### src/rtl/mult_booth_seq.sv
// Sequential signed radix-2 Booth multiplier controller.
// Drives an external 32-bit adder one add/sub per clock.
module mult_booth_seq #(
  parameter int WIDTH = 32,
  parameter int CNT_W = 6
) (
  input  logic             clock,
  input  logic             reset,
  input  logic             ctrl_start,
  input  logic [WIDTH-1:0] data_a,
  input  logic [WIDTH-1:0] data_b,
  output logic [WIDTH-1:0] adder_a,
  output logic [WIDTH-1:0] adder_b,
  output logic             adder_cin,
  input  logic [WIDTH-1:0] adder_s,
  input  logic             adder_cout,
  output logic [WIDTH-1:0] data_result,
  output logic             data_exception,
  output logic             data_resultRDY,
  output logic             busy
);

  typedef enum logic [1:0] {
    S_IDLE,
    S_ITER,
    S_DONE
  } state_t;

  state_t           state_q, state_d;
  logic [WIDTH-1:0] m_q, m_d;
  logic [WIDTH-1:0] phi_q, phi_d;
  logic [WIDTH-1:0] plo_q, plo_d;
  logic             qm1_q, qm1_d;
  logic [CNT_W-1:0] cnt_q, cnt_d;
  logic [WIDTH-1:0] res_q, res_d;
  logic             exc_q, exc_d;

  logic [1:0]       pair;
  logic             ext;
  logic [WIDTH-1:0] sh_hi;
  logic [WIDTH-1:0] sh_lo;

  assign pair = {plo_q[0], qm1_q};

  always_comb begin
    adder_a   = '0;
    adder_b   = '0;
    adder_cin = 1'b0;
    if (state_q == S_ITER) begin
      adder_a = phi_q;
      unique case (pair)
        2'b01: adder_b = m_q;
        2'b10: begin
          adder_b   = ~m_q;
          adder_cin = 1'b1;
        end
        default: ;
      endcase
    end
  end

  // Bit 32 of the sign-extended sum; exact even for M = -2^31.
  assign ext   = adder_a[WIDTH-1] ^ adder_b[WIDTH-1] ^ adder_cout;
  assign sh_hi = {ext, adder_s[WIDTH-1:1]};
  assign sh_lo = {adder_s[0], plo_q[WIDTH-1:1]};

  always_comb begin
    state_d = state_q;
    m_d     = m_q;
    phi_d   = phi_q;
    plo_d   = plo_q;
    qm1_d   = qm1_q;
    cnt_d   = cnt_q;
    res_d   = res_q;
    exc_d   = exc_q;
    unique case (state_q)
      S_IDLE: begin
        if (ctrl_start) begin
          m_d     = data_a;
          phi_d   = '0;
          plo_d   = data_b;
          qm1_d   = 1'b0;
          cnt_d   = '0;
          state_d = S_ITER;
        end
      end
      S_ITER: begin
        phi_d = sh_hi;
        plo_d = sh_lo;
        qm1_d = plo_q[0];
        cnt_d = cnt_q + 1'b1;
        if (cnt_q == CNT_W'(WIDTH - 1)) begin
          res_d   = sh_lo;
          exc_d   = (sh_hi != {WIDTH{sh_lo[WIDTH-1]}});
          state_d = S_DONE;
        end
      end
      S_DONE: state_d = S_IDLE;
      default: state_d = S_IDLE;
    endcase
  end

  always_ff @(posedge clock) begin
    if (reset) begin
      state_q <= S_IDLE;
      m_q     <= '0;
      phi_q   <= '0;
      plo_q   <= '0;
      qm1_q   <= 1'b0;
      cnt_q   <= '0;
      res_q   <= '0;
      exc_q   <= 1'b0;
    end else begin
      state_q <= state_d;
      m_q     <= m_d;
      phi_q   <= phi_d;
      plo_q   <= plo_d;
      qm1_q   <= qm1_d;
      cnt_q   <= cnt_d;
      res_q   <= res_d;
      exc_q   <= exc_d;
    end
  end

  assign data_result    = res_q;
  assign data_exception = exc_q;
  assign data_resultRDY = (state_q == S_DONE);
  assign busy           = (state_q != S_IDLE);

endmodule

### config.mk
export PLATFORM = sky130hd
export DESIGN_NAME = mult_booth_seq
export DESIGN_NICKNAME = d
export VERILOG_FILES = /design/src/rtl/mult_booth_seq.sv
export SDC_FILE = /design/constraint.sdc
export NUM_CORES = 1
export LEC_CHECK = 0
export BUFFER_PORTS_ARGS = -buffer_cell sky130_fd_sc_hd__buf_2
export CELL_PAD_IN_SITES_DETAIL_PLACEMENT = 0
export CELL_PAD_IN_SITES_GLOBAL_PLACEMENT = 1
export CORE_MARGIN = 3
export CORE_UTILIZATION = 35
export CTS_CLUSTER_DIAMETER = 80
export CTS_CLUSTER_SIZE = 8
export DETAILED_ROUTE_END_ITERATION = 8
export MAX_ROUTING_LAYER = met4
export PLACE_DENSITY_LB_ADDON = 0.1
export SLEW_MARGIN = 20
export SYNTH_ARGS = -nofsm -noshare
export SYNTH_HDL_FRONTEND = slang
export SYNTH_SLANG_ARGS = --single-unit
### constraint.sdc
create_clock -name clock -period 2.1 [get_ports clock]
set_input_delay 0.105 -clock clock [delete_from_list [all_inputs] [get_ports clock]]
set_output_delay 0.105 -clock clock [all_outputs]
set_load 0.02 [all_outputs]
==> impl_results.html, run 1 <==
<table>
<tr><th>Metric</th><th>Value</th></tr>
<tr><th colspan="2">Global routing</th></tr>
<tr><td>Total routing usage reported by global routing</td><td>0.196</td></tr>
<tr><td>Maximum number of pins on one net before global-route repair</td><td>70</td></tr>
<tr><td>Residual overflow from global routing</td><td>0</td></tr>
<tr><td>Global-route wire length before repair</td><td>29.2 mm</td></tr>
<tr><td>Antenna violations before repair</td><td>0</td></tr>
<tr><td>Via count of the first global-routing pass</td><td>5992</td></tr>
<tr><th colspan="2">Cells and area</th></tr>
<tr><td>Utilization after layout</td><td>0.529</td></tr>
<tr><td>Area growth syn-to-layout</td><td>46.4%</td></tr>
<tr><td>Share of layout cells above drive strength 1</td><td>0.231</td></tr>
<tr><td>Diode count</td><td>0</td></tr>
<tr><td>Number of inserted filler cells in the final layout</td><td>1708</td></tr>
<tr><td>Number of nets in the layout</td><td>1215</td></tr>
<tr><th colspan="2">Floorplan</th></tr>
<tr><td>Row count</td><td>47</td></tr>
<tr><td>Die area</td><td>0.0188 sq mm</td></tr>
<tr><td>Die height</td><td>137 microns</td></tr>
<tr><td>Horizontal die dimension</td><td>137 microns</td></tr>
<tr><td>Core box area</td><td>0.0167 sq mm</td></tr>
<tr><td>Initial standard-cell utilization of the core</td><td>0.361</td></tr>
<tr><td>I/O pin total</td><td>200</td></tr>
<tr><th colspan="2">STA</th></tr>
<tr><td>Worst clock skew</td><td>0.00919 ns</td></tr>
<tr><td>Number of failing hold endpoints at the final stage</td><td>0</td></tr>
<tr><td>Max-slew violation count</td><td>0</td></tr>
<tr><td>Final worst path period need</td><td>1.92 ns</td></tr>
<tr><td>Total setup violations reported at the end of the flow</td><td>0</td></tr>
<tr><td>Max transition margin</td><td>0.638</td></tr>
<tr><td>Tightest Pin Transition</td><td>0.543 ns</td></tr>
<tr><td>Unrepaired setup endpoints after global routing</td><td>false</td></tr>
<tr><td>Max Clk Rate</td><td>521 MHz</td></tr>
<tr><td>Setup total negative slack</td><td>0 ns</td></tr>
<tr><td>Share of the clock period used by the worst path</td><td>0.914</td></tr>
<tr><th colspan="2">Worst setup path</th></tr>
<tr><td>Worst r2r dst</td><td>data_result[4]</td></tr>
<tr><td>Startpoint of the worst register-to-register path</td><td>cnt_q[0]</td></tr>
<tr><td>Worst setup EP type</td><td>output pin</td></tr>
<tr><td>Critical path arrival</td><td>1.81 ns</td></tr>
<tr><td>Largest stage delay, worst path</td><td>0.33 ns</td></tr>
<tr><td>Cell-by-cell trace of the critical path</td><td>buf_4 -&gt; nand2b_1 -&gt; buf_4 -&gt; nor2_1 -&gt; a21oi_1 -&gt; nor2_1 -&gt; buf_2</td></tr>
<tr><td>Dominant delay contributor by cell family on the critical path</td><td>buffers and inverters</td></tr>
<tr><td>WP data required</td><td>2.00 ns</td></tr>
<tr><td>Slowest CP cell</td><td>sky130_fd_sc_hd__dfxtp_1</td></tr>
<tr><td>Type of the worst setup path</td><td>reg2out</td></tr>
<tr><td>Worst path buffer plus inverter count</td><td>3</td></tr>
<tr><td>CP Max Fanout</td><td>26</td></tr>
<tr><td>Count of cells along the worst register-to-register path</td><td>6</td></tr>
<tr><td>Critical Path Start Type</td><td>flop</td></tr>
<tr><td>Slack of the worst reg-to-reg path</td><td>0.33 ns</td></tr>
<tr><th colspan="2">Detailed routing</th></tr>
<tr><td>Final antenna-violating net count</td><td>0</td></tr>
<tr><td>Pre-Repair DR Iteration Count</td><td>6</td></tr>
<tr><td>Via density per instance</td><td>4.81</td></tr>
<tr><td>Routed via count</td><td>6480</td></tr>
<tr><td>Final routed wirelength across all metal layers</td><td>18.6 mm</td></tr>
<tr><td>Routed wirelength normalized by instance count</td><td>13.8 microns</td></tr>
<tr><td>DR DRC count</td><td>0</td></tr>
<tr><td>DRC marker count from the first detailed-route iteration</td><td>227</td></tr>
<tr><th colspan="2">Clocking</th></tr>
<tr><td>TritonCTS clock tree</td><td>done</td></tr>
<tr><td>Number of buffers created by CTS</td><td>17</td></tr>
<tr><td>Post-cts sizing count</td><td>0</td></tr>
<tr><td>Number of clock sinks</td><td>138</td></tr>
<tr><td>Htree depth</td><td>4</td></tr>
<tr><td>Bufs on Longest Clock Path</td><td>2</td></tr>
<tr><td>Root buffer selected by CTS</td><td>sky130_fd_sc_hd__clkbuf_16</td></tr>
<tr><td>Clk_lat worst skew</td><td>0.42 ns</td></tr>
<tr><td>Clock transition time at the flip-flop clock pins of the worst setup and hold paths</td><td>0.06 ns</td></tr>
<tr><td>Post-CTS Setup Inserts</td><td>0</td></tr>
<tr><th colspan="2">Synthesis</th></tr>
<tr><td>Combinational family with the most area after synthesis</td><td>simple AND/OR/NAND/NOR gates</td></tr>
<tr><td>Mux cell area share after synthesis</td><td>0.00373</td></tr>
<tr><td>Flop and latch count out of synthesis</td><td>138</td></tr>
<tr><td>Area share of xor/xnor cells in the synthesized design</td><td>0.00145</td></tr>
<tr><td>Synth Area in Compound Gates</td><td>0.126</td></tr>
<tr><td>Primary FF master, synth</td><td>sky130_fd_sc_hd__dfxtp_1</td></tr>
<tr><td>Yosys synthesis warning count</td><td>0</td></tr>
<tr><td>Number of synthesized flops with an enable pin</td><td>0</td></tr>
<tr><td>Unique masters post-synth</td><td>40</td></tr>
<tr><td>Async set-reset flop share out of synthesis</td><td>0</td></tr>
<tr><td>Fraction of the mapped netlist area in adder cells</td><td>0.00207</td></tr>
<tr><td>Area of the mapped netlist</td><td>0.00603 sq mm</td></tr>
<tr><td>Post-Synth Simple-Gate Area</td><td>0.360</td></tr>
<tr><td>Synthesized netlist cell count</td><td>854</td></tr>
<tr><td>Fraction of the yosys area taken by sequential cells</td><td>0.458</td></tr>
<tr><td>Avg Inst Size Synth</td><td>7.06 sq um</td></tr>
<tr><td>Post-Synthesis Net Count</td><td>955</td></tr>
<tr><th colspan="2">Run</th></tr>
<tr><td>Max-cap check violation count</td><td>0</td></tr>
<tr><th colspan="2">Placed design</th></tr>
<tr><td>Buffers added on ports</td><td>199</td></tr>
<tr><td>Final estimated routing congestion in global placement</td><td>0.743</td></tr>
<tr><td>Half-perimeter wire length after detailed placement</td><td>11.4 mm</td></tr>
<tr><th colspan="2">Power and ir drop</th></tr>
<tr><td>Leak</td><td>3.86 nW</td></tr>
<tr><td>Max rail drop VDD</td><td>0.000536 V</td></tr>
<tr><td>Power density over the cells</td><td>793 mW/mm^2</td></tr>
<tr><th colspan="2">Hold path</th></tr>
<tr><td>Worst hold path class</td><td>in2reg</td></tr>
<tr><td>Hold worst-path end</td><td>phi_q[31]</td></tr>
<tr><td>Count of cells along the worst hold path</td><td>4</td></tr>
<tr><td>Startpoint of the lowest-slack hold path</td><td>adder_cout</td></tr>
<tr><th colspan="2">Run status</th></tr>
<tr><td>Run status</td><td>completed</td></tr>
</table>
[state kept, by name (all words and copies together) (netlist names)]
name / cells
data_result: 32
m_q: 32
phi_q: 32
plo_q: 32
cnt_q: 6
state_q: 2
data_exception: 1
qm1_q: 1
[layer usage]
metal / GRT usage / wire length (microns) / vias up
met5: - / 0 / -
met1: 0.253 / 8880 / 2951
met4: 0.0549 / 263 / 0
met3: 0.0438 / 914 / 25
met2: 0.311 / 8510 / 154
li1: - / - / 3350
[power by group]
part           leakage, nW  total (mW)  internal, mW  switching [mW]
Clock                0.292        3.17          1.99            1.18
Combinational         2.45       0.984         0.424           0.559
Sequential            1.13        2.85          2.76          0.0904
[cell usage after synthesis, drive strengths merged (3+ instances only)]
master | number | share of area
nor2 | 180 | 0.11
nand2 | 178 | 0.11
dfxtp | 138 | 0.46
a21oi | 131 | 0.11
clkbuf | 60 | 0.037
nor4 | 39 | 0.043
nand3 | 38 | 0.032
and2 | 31 | 0.032
buf | 10 | 0.0093
nor3 | 6 | 0.0050
nand4 | 5 | 0.0052
inv | 4 | 0.0025
a31oi | 3 | 0.0031
nor2b | 3 | 0.0031
or4 | 3 | 0.0044
[final cells by class]
type	count	area (sq um)	share of cell area
well taps	220	275	0.0312
multi-input cells	642	3000	0.340
flip-flops and latches	138	2760	0.313
clock buffers	17	425	0.0482
repair buffers	311	2150	0.244
inverters	4	15.0	0.00170
clock inverters	15	199	0.0225
[worst min-delay path, stage by stage]
cell	delay, ns
sky130_fd_sc_hd__buf_2	0.12
sky130_fd_sc_hd__xnor2_1	0.09
sky130_fd_sc_hd__nand2_1	0.07
sky130_fd_sc_hd__a211oi_1	0.06
[metrics by stage]
step	hold slack [ns]	total power [mW]	worst slack, ns	instances	instance area [sq um]
6_report	0.0914	7.00	0.182	1347	8830
5_1_grt	0.120	7.32	0.00829	1347	8830
4_1_cts	0.0672	7.09	0.140	1347	8830
3_5_place_dp	0.353	3.76	0.323	1220	7260
3_3_place_gp	0.351	3.76	0.333	1220	7260
2_1_floorplan	0.241	3.43	0.357	854	6030
[timing repair]
item	in CTS	in global routing
hold buffers	95	0
setup endpoints to repair	0	0
hold endpoints to repair	95	0
[worst max-delay path by stage]
stage	startpoint	to	slack (ns)	cells past startpoint
after floorplan	cnt_q[0]	data_exception	0.36	6
after global placement	state_q[1]	cnt_q[0]	0.33	6
after detailed placement	state_q[1]	cnt_q[0]	0.32	6
after CTS	qm1_q	adder_b[19]	0.14	6
after global routing	qm1_q	adder_b[3]	0.008	7
final	qm1_q	adder_b[4]	0.18	7
[cell families (layout without fill, tap and decap cells)]
group / count (synthesis) / count (layout)
compound gates: 144 / 144
xor+xnor: 1 / 1
fa+ha+maj: 1 / 1
buf+inv: 74 / 347
flops: 138 / 138
mux: 2 / 2
simple gates: 494 / 494
[cell usage in the layout (no fill, tap or decap), types with 2 or more instances in the layout]
cell type,count
sky130_fd_sc_hd__buf_2,198
sky130_fd_sc_hd__nor2_1,179
sky130_fd_sc_hd__nand2_1,177
sky130_fd_sc_hd__dfxtp_1,138
sky130_fd_sc_hd__a21oi_1,131
sky130_fd_sc_hd__dlygate4sd3_1,95
sky130_fd_sc_hd__nand3_1,38
sky130_fd_sc_hd__nor4_1,37
sky130_fd_sc_hd__and2_1,31
sky130_fd_sc_hd__clkbuf_16,17
sky130_fd_sc_hd__buf_4,12
sky130_fd_sc_hd__nor3_1,6
sky130_fd_sc_hd__buf_12,6
sky130_fd_sc_hd__nand4_1,5
sky130_fd_sc_hd__clkinvlp_4,5
sky130_fd_sc_hd__inv_1,4
sky130_fd_sc_hd__bufinv_16,4
sky130_fd_sc_hd__a31oi_1,3
sky130_fd_sc_hd__clkinv_2,3
sky130_fd_sc_hd__nor2b_1,2
sky130_fd_sc_hd__o21ai_0,2
sky130_fd_sc_hd__nand3b_1,2
sky130_fd_sc_hd__mux2_2,2
sky130_fd_sc_hd__or4_1,2
sky130_fd_sc_hd__o211a_1,2
sky130_fd_sc_hd__and3_1,2
sky130_fd_sc_hd__inv_6,2
Note: power is estimated with default switching activity, not from simulation.
==> run 2: changes to the inputs <==
==> constraint.sdc (replaced) <==
create_clock -name clock -period 2.1 [get_ports clock]
set_input_delay 0.315 -clock clock [delete_from_list [all_inputs] [get_ports clock]]
set_output_delay 0.315 -clock clock [all_outputs]
set_load 0.1 [all_outputs]
==> impl_results.html, run 2 (synthesis results as in run 1) <==
<table>
<tr><th>Metric</th><th>Value</th></tr>
<tr><th colspan="2">Global routing</th></tr>
<tr><td>GRT met1 Usage</td><td>0.260 (+0.00789)</td></tr>
<tr><td>Met2 Use GR</td><td>0.306 (-0.00518)</td></tr>
<tr><td>Global-route wire length before repair</td><td>28.9 mm (-1.3%)</td></tr>
<tr><td>Antenna violations before repair</td><td>1 (+1)</td></tr>
<tr><td>Via count of the first global-routing pass</td><td>5713 (-4.7%)</td></tr>
<tr><td>Met3 routing resource usage after global routing</td><td>0.0435 (-0.000365)</td></tr>
<tr><td>Residual overflow from global routing</td><td>0 (unchanged)</td></tr>
<tr><td>Maximum number of pins on one net before global-route repair</td><td>53 (-24%)</td></tr>
<tr><td>Total routing usage reported by global routing</td><td>0.198 (+0.00152)</td></tr>
<tr><td>Most crowded layer after global routing</td><td>met2</td></tr>
<tr><th colspan="2">STA</th></tr>
<tr><td>Total setup violations reported at the end of the flow</td><td>0 (unchanged)</td></tr>
<tr><td>Max-slew violation count</td><td>0 (unchanged)</td></tr>
<tr><td>Max transition margin</td><td>0.590 (-0.0483)</td></tr>
<tr><td>Tightest Pin Transition</td><td>0.616 ns (+0.0724 ns)</td></tr>
<tr><td>Final worst path period need</td><td>2.01 ns (+0.0919 ns)</td></tr>
<tr><td>Number of failing hold endpoints at the final stage</td><td>0 (unchanged)</td></tr>
<tr><td>Max Clk Rate</td><td>497 MHz (-4.6%)</td></tr>
<tr><td>Share of the clock period used by the worst path</td><td>0.957 (+0.0438)</td></tr>
<tr><td>Worst clock skew</td><td>0.00679 ns (-0.00240 ns)</td></tr>
<tr><th colspan="2">Detailed routing</th></tr>
<tr><td>Routed via count</td><td>6196 (-4.4%)</td></tr>
<tr><td>Final routed wirelength across all metal layers</td><td>18.3 mm (-1.5%)</td></tr>
<tr><td>DR DRC count</td><td>0 (unchanged)</td></tr>
<tr><td>Pre-Repair DR Iteration Count</td><td>4 (-2)</td></tr>
<tr><td>Final antenna-violating net count</td><td>0 (unchanged)</td></tr>
<tr><td>Routed wirelength normalized by instance count</td><td>14.5 microns (+5.1%)</td></tr>
<tr><td>Via density per instance</td><td>4.91 (+2.0%)</td></tr>
<tr><td>DRC marker count from the first detailed-route iteration</td><td>355 (+56%)</td></tr>
<tr><th colspan="2">Clocking</th></tr>
<tr><td>Root buffer selected by CTS</td><td>sky130_fd_sc_hd__clkbuf_16</td></tr>
<tr><td>TritonCTS clock tree</td><td>done</td></tr>
<tr><td>Clock transition time at the flip-flop clock pins of the worst setup and hold paths</td><td>0.06 ns (about the same)</td></tr>
<tr><td>Clk_lat worst skew</td><td>0.41 ns (about the same)</td></tr>
<tr><td>Number of buffers created by CTS</td><td>17 (unchanged)</td></tr>
<tr><td>Bufs on Longest Clock Path</td><td>2 (unchanged)</td></tr>
<tr><td>Htree depth</td><td>4 (unchanged)</td></tr>
<tr><td>CTS hold repair buffers</td><td>0 (-100%)</td></tr>
<tr><td>Number of clock sinks</td><td>138 (unchanged)</td></tr>
<tr><th colspan="2">Hold path</th></tr>
<tr><td>Count of cells along the worst hold path</td><td>3 (-1)</td></tr>
<tr><td>Hold worst-path end</td><td>m_q[14]</td></tr>
<tr><td>Startpoint of the lowest-slack hold path</td><td>data_a[14]</td></tr>
<tr><td>Worst hold path class</td><td>in2reg</td></tr>
<tr><th colspan="2">Worst setup path</th></tr>
<tr><td>Critical Path Start Type</td><td>flop</td></tr>
<tr><td>Critical path arrival</td><td>1.70 ns (-0.11 ns)</td></tr>
<tr><td>Count of cells along the worst register-to-register path</td><td>5 (-1)</td></tr>
<tr><td>Slack of the worst reg-to-reg path</td><td>0.37 ns (+0.04 ns)</td></tr>
<tr><td>WP data required</td><td>1.78 ns (-0.22 ns)</td></tr>
<tr><td>Startpoint of the worst register-to-register path</td><td>state_q[1]</td></tr>
<tr><td>Type of the worst setup path</td><td>reg2out</td></tr>
<tr><td>CP Max Fanout</td><td>35 (+35%)</td></tr>
<tr><td>Worst setup EP type</td><td>output pin</td></tr>
<tr><td>Worst r2r dst</td><td>data_result[27]</td></tr>
<tr><th colspan="2">Placed design</th></tr>
<tr><td>Final estimated routing congestion in global placement</td><td>0.801 (+7.8%)</td></tr>
<tr><td>Half-perimeter wire length after detailed placement</td><td>12.4 mm (+8.9%)</td></tr>
<tr><td>Placed insts</td><td>1228 (+0.66%)</td></tr>
<tr><td>Buffers added on ports</td><td>199 (unchanged)</td></tr>
<tr><th colspan="2">Floorplan</th></tr>
<tr><td>Core box area</td><td>0.0167 sq mm (unchanged)</td></tr>
<tr><td>Horizontal die dimension</td><td>137 microns (unchanged)</td></tr>
<tr><td>I/O pin total</td><td>200 (unchanged)</td></tr>
<tr><td>Initial standard-cell utilization of the core</td><td>0.361 (unchanged)</td></tr>
<tr><td>Die area</td><td>0.0188 sq mm (unchanged)</td></tr>
<tr><td>Row count</td><td>47 (unchanged)</td></tr>
<tr><td>Die height</td><td>137 microns (unchanged)</td></tr>
<tr><th colspan="2">Run</th></tr>
<tr><td>Max-cap check violation count</td><td>0 (unchanged)</td></tr>
<tr><th colspan="2">Run status</th></tr>
<tr><td>Run status</td><td>completed</td></tr>
<tr><th colspan="2">Power and ir drop</th></tr>
<tr><td>Max rail drop VDD</td><td>0.000533 V (-0.58%)</td></tr>
<tr><td>Power density over the cells</td><td>799 mW/mm^2 (+0.79%)</td></tr>
<tr><td>Leak</td><td>3.70 nW (-4.4%)</td></tr>
<tr><th colspan="2">Cells and area</th></tr>
<tr><td>Area growth syn-to-layout</td><td>49.5%</td></tr>
<tr><td>Number of nets in the layout</td><td>1131 (-6.9%)</td></tr>
<tr><td>Most frequent cells in the layout</td><td>sky130_fd_sc_hd__nand2_1, sky130_fd_sc_hd__nor2_1, sky130_fd_sc_hd__dfxtp_1</td></tr>
<tr><td>Utilization after layout</td><td>0.540 (+0.0112)</td></tr>
<tr><td>Final standard cell count with taps included and fillers excluded</td><td>1263 (-6.2%)</td></tr>
<tr><td>Share of layout cells above drive strength 1</td><td>0.294 (+0.0632)</td></tr>
<tr><td>Most frequent standard cell in the layout excluding fill and tap cells</td><td>sky130_fd_sc_hd__nand2_1</td></tr>
</table>
-- run 2: cell types whose count changed in the layout (fill, tap and decap cells not counted), sizes merged --
cell	before	now
clkinv	4	3
clkbuf	17	29
buf	216	221
bufinv	4	3
diode	0	2
inv	6	4
clkinvlp	5	1
dlygate4sd3	95	0
-- run 2: worst max path at each step --
stage,cells after the start,start,endpoint
floorplan,6,qm1_q,adder_b[10]
global placement,4,state_q[0],adder_a[10]
detailed placement,6,cnt_q[0],data_result[27]
CTS,4,state_q[1],adder_b[25]
global route,4,state_q[1],adder_b[25]
finish,4,state_q[1],adder_b[25]
-- run 2: report_power, final --
group          leakage (nW)  internal, mW  switching, mW
clock network         0.289          1.95           1.08
registers              1.13          2.76         0.0979
logic                  2.28         0.468          0.849
-- run 2: stage by stage --
stage | setup TNS (ns) | power (mW) | setup slack (ns) | hold WS, ns | cell area, sq um
4_1_cts | 0 | 7.27 | 0.00296 | 0.119 | 8950
5_1_grt | -0.00423 | 7.54 | -0.00423 | 0.126 | 9010
3_3_place_gp | 0 | 4.20 | 0.398 | 0.441 | 8330
2_1_floorplan | -4.21 | 3.73 | -0.159 | 0.443 | 6150
3_5_place_dp | 0 | 4.21 | 0.358 | 0.444 | 8330
6_report | 0 | 7.20 | 0.0897 | 0.134 | 9020
-- run 2: timing repair --
| action | CTS | global route |
|---|---|---|
| endpoints found under the setup margin | 41 | 35 |
| pin swaps | 0 | 1 |
| buffers inserted | 1 | 1 |
| resized for setup | 5 | 12 |
| gates cloned | 0 | 1 |
-- run 2: metal layers --
metal	wire length, microns	part of all wire	up-vias
met1	8390	0.46	2824
met2	8570	0.47	171
met3	1050	0.057	19
li1	-	-	3182
met4	282	0.015	0
met5	0	0	-
-- run 2: worst max-delay path, stage by stage (launching register included) --
cell	delay, ns
sky130_fd_sc_hd__dfxtp_1	0.42
sky130_fd_sc_hd__nand2b_4	0.23
sky130_fd_sc_hd__buf_12	0.25
sky130_fd_sc_hd__nor2_2	0.08
sky130_fd_sc_hd__clkbuf_4	0.28
-- run 2: final cells by class --
class	instances	area (sq um)
Antenna cell	2	5.00
Clock buffer	23	478
Clock inverter	7	116
Fill cell	1648	7680
Inverter	4	15.0
Multi-Input combinational cell	642	3130
Sequential cell	138	2770
Tap cell	220	275
Timing Repair Buffer	227	2230
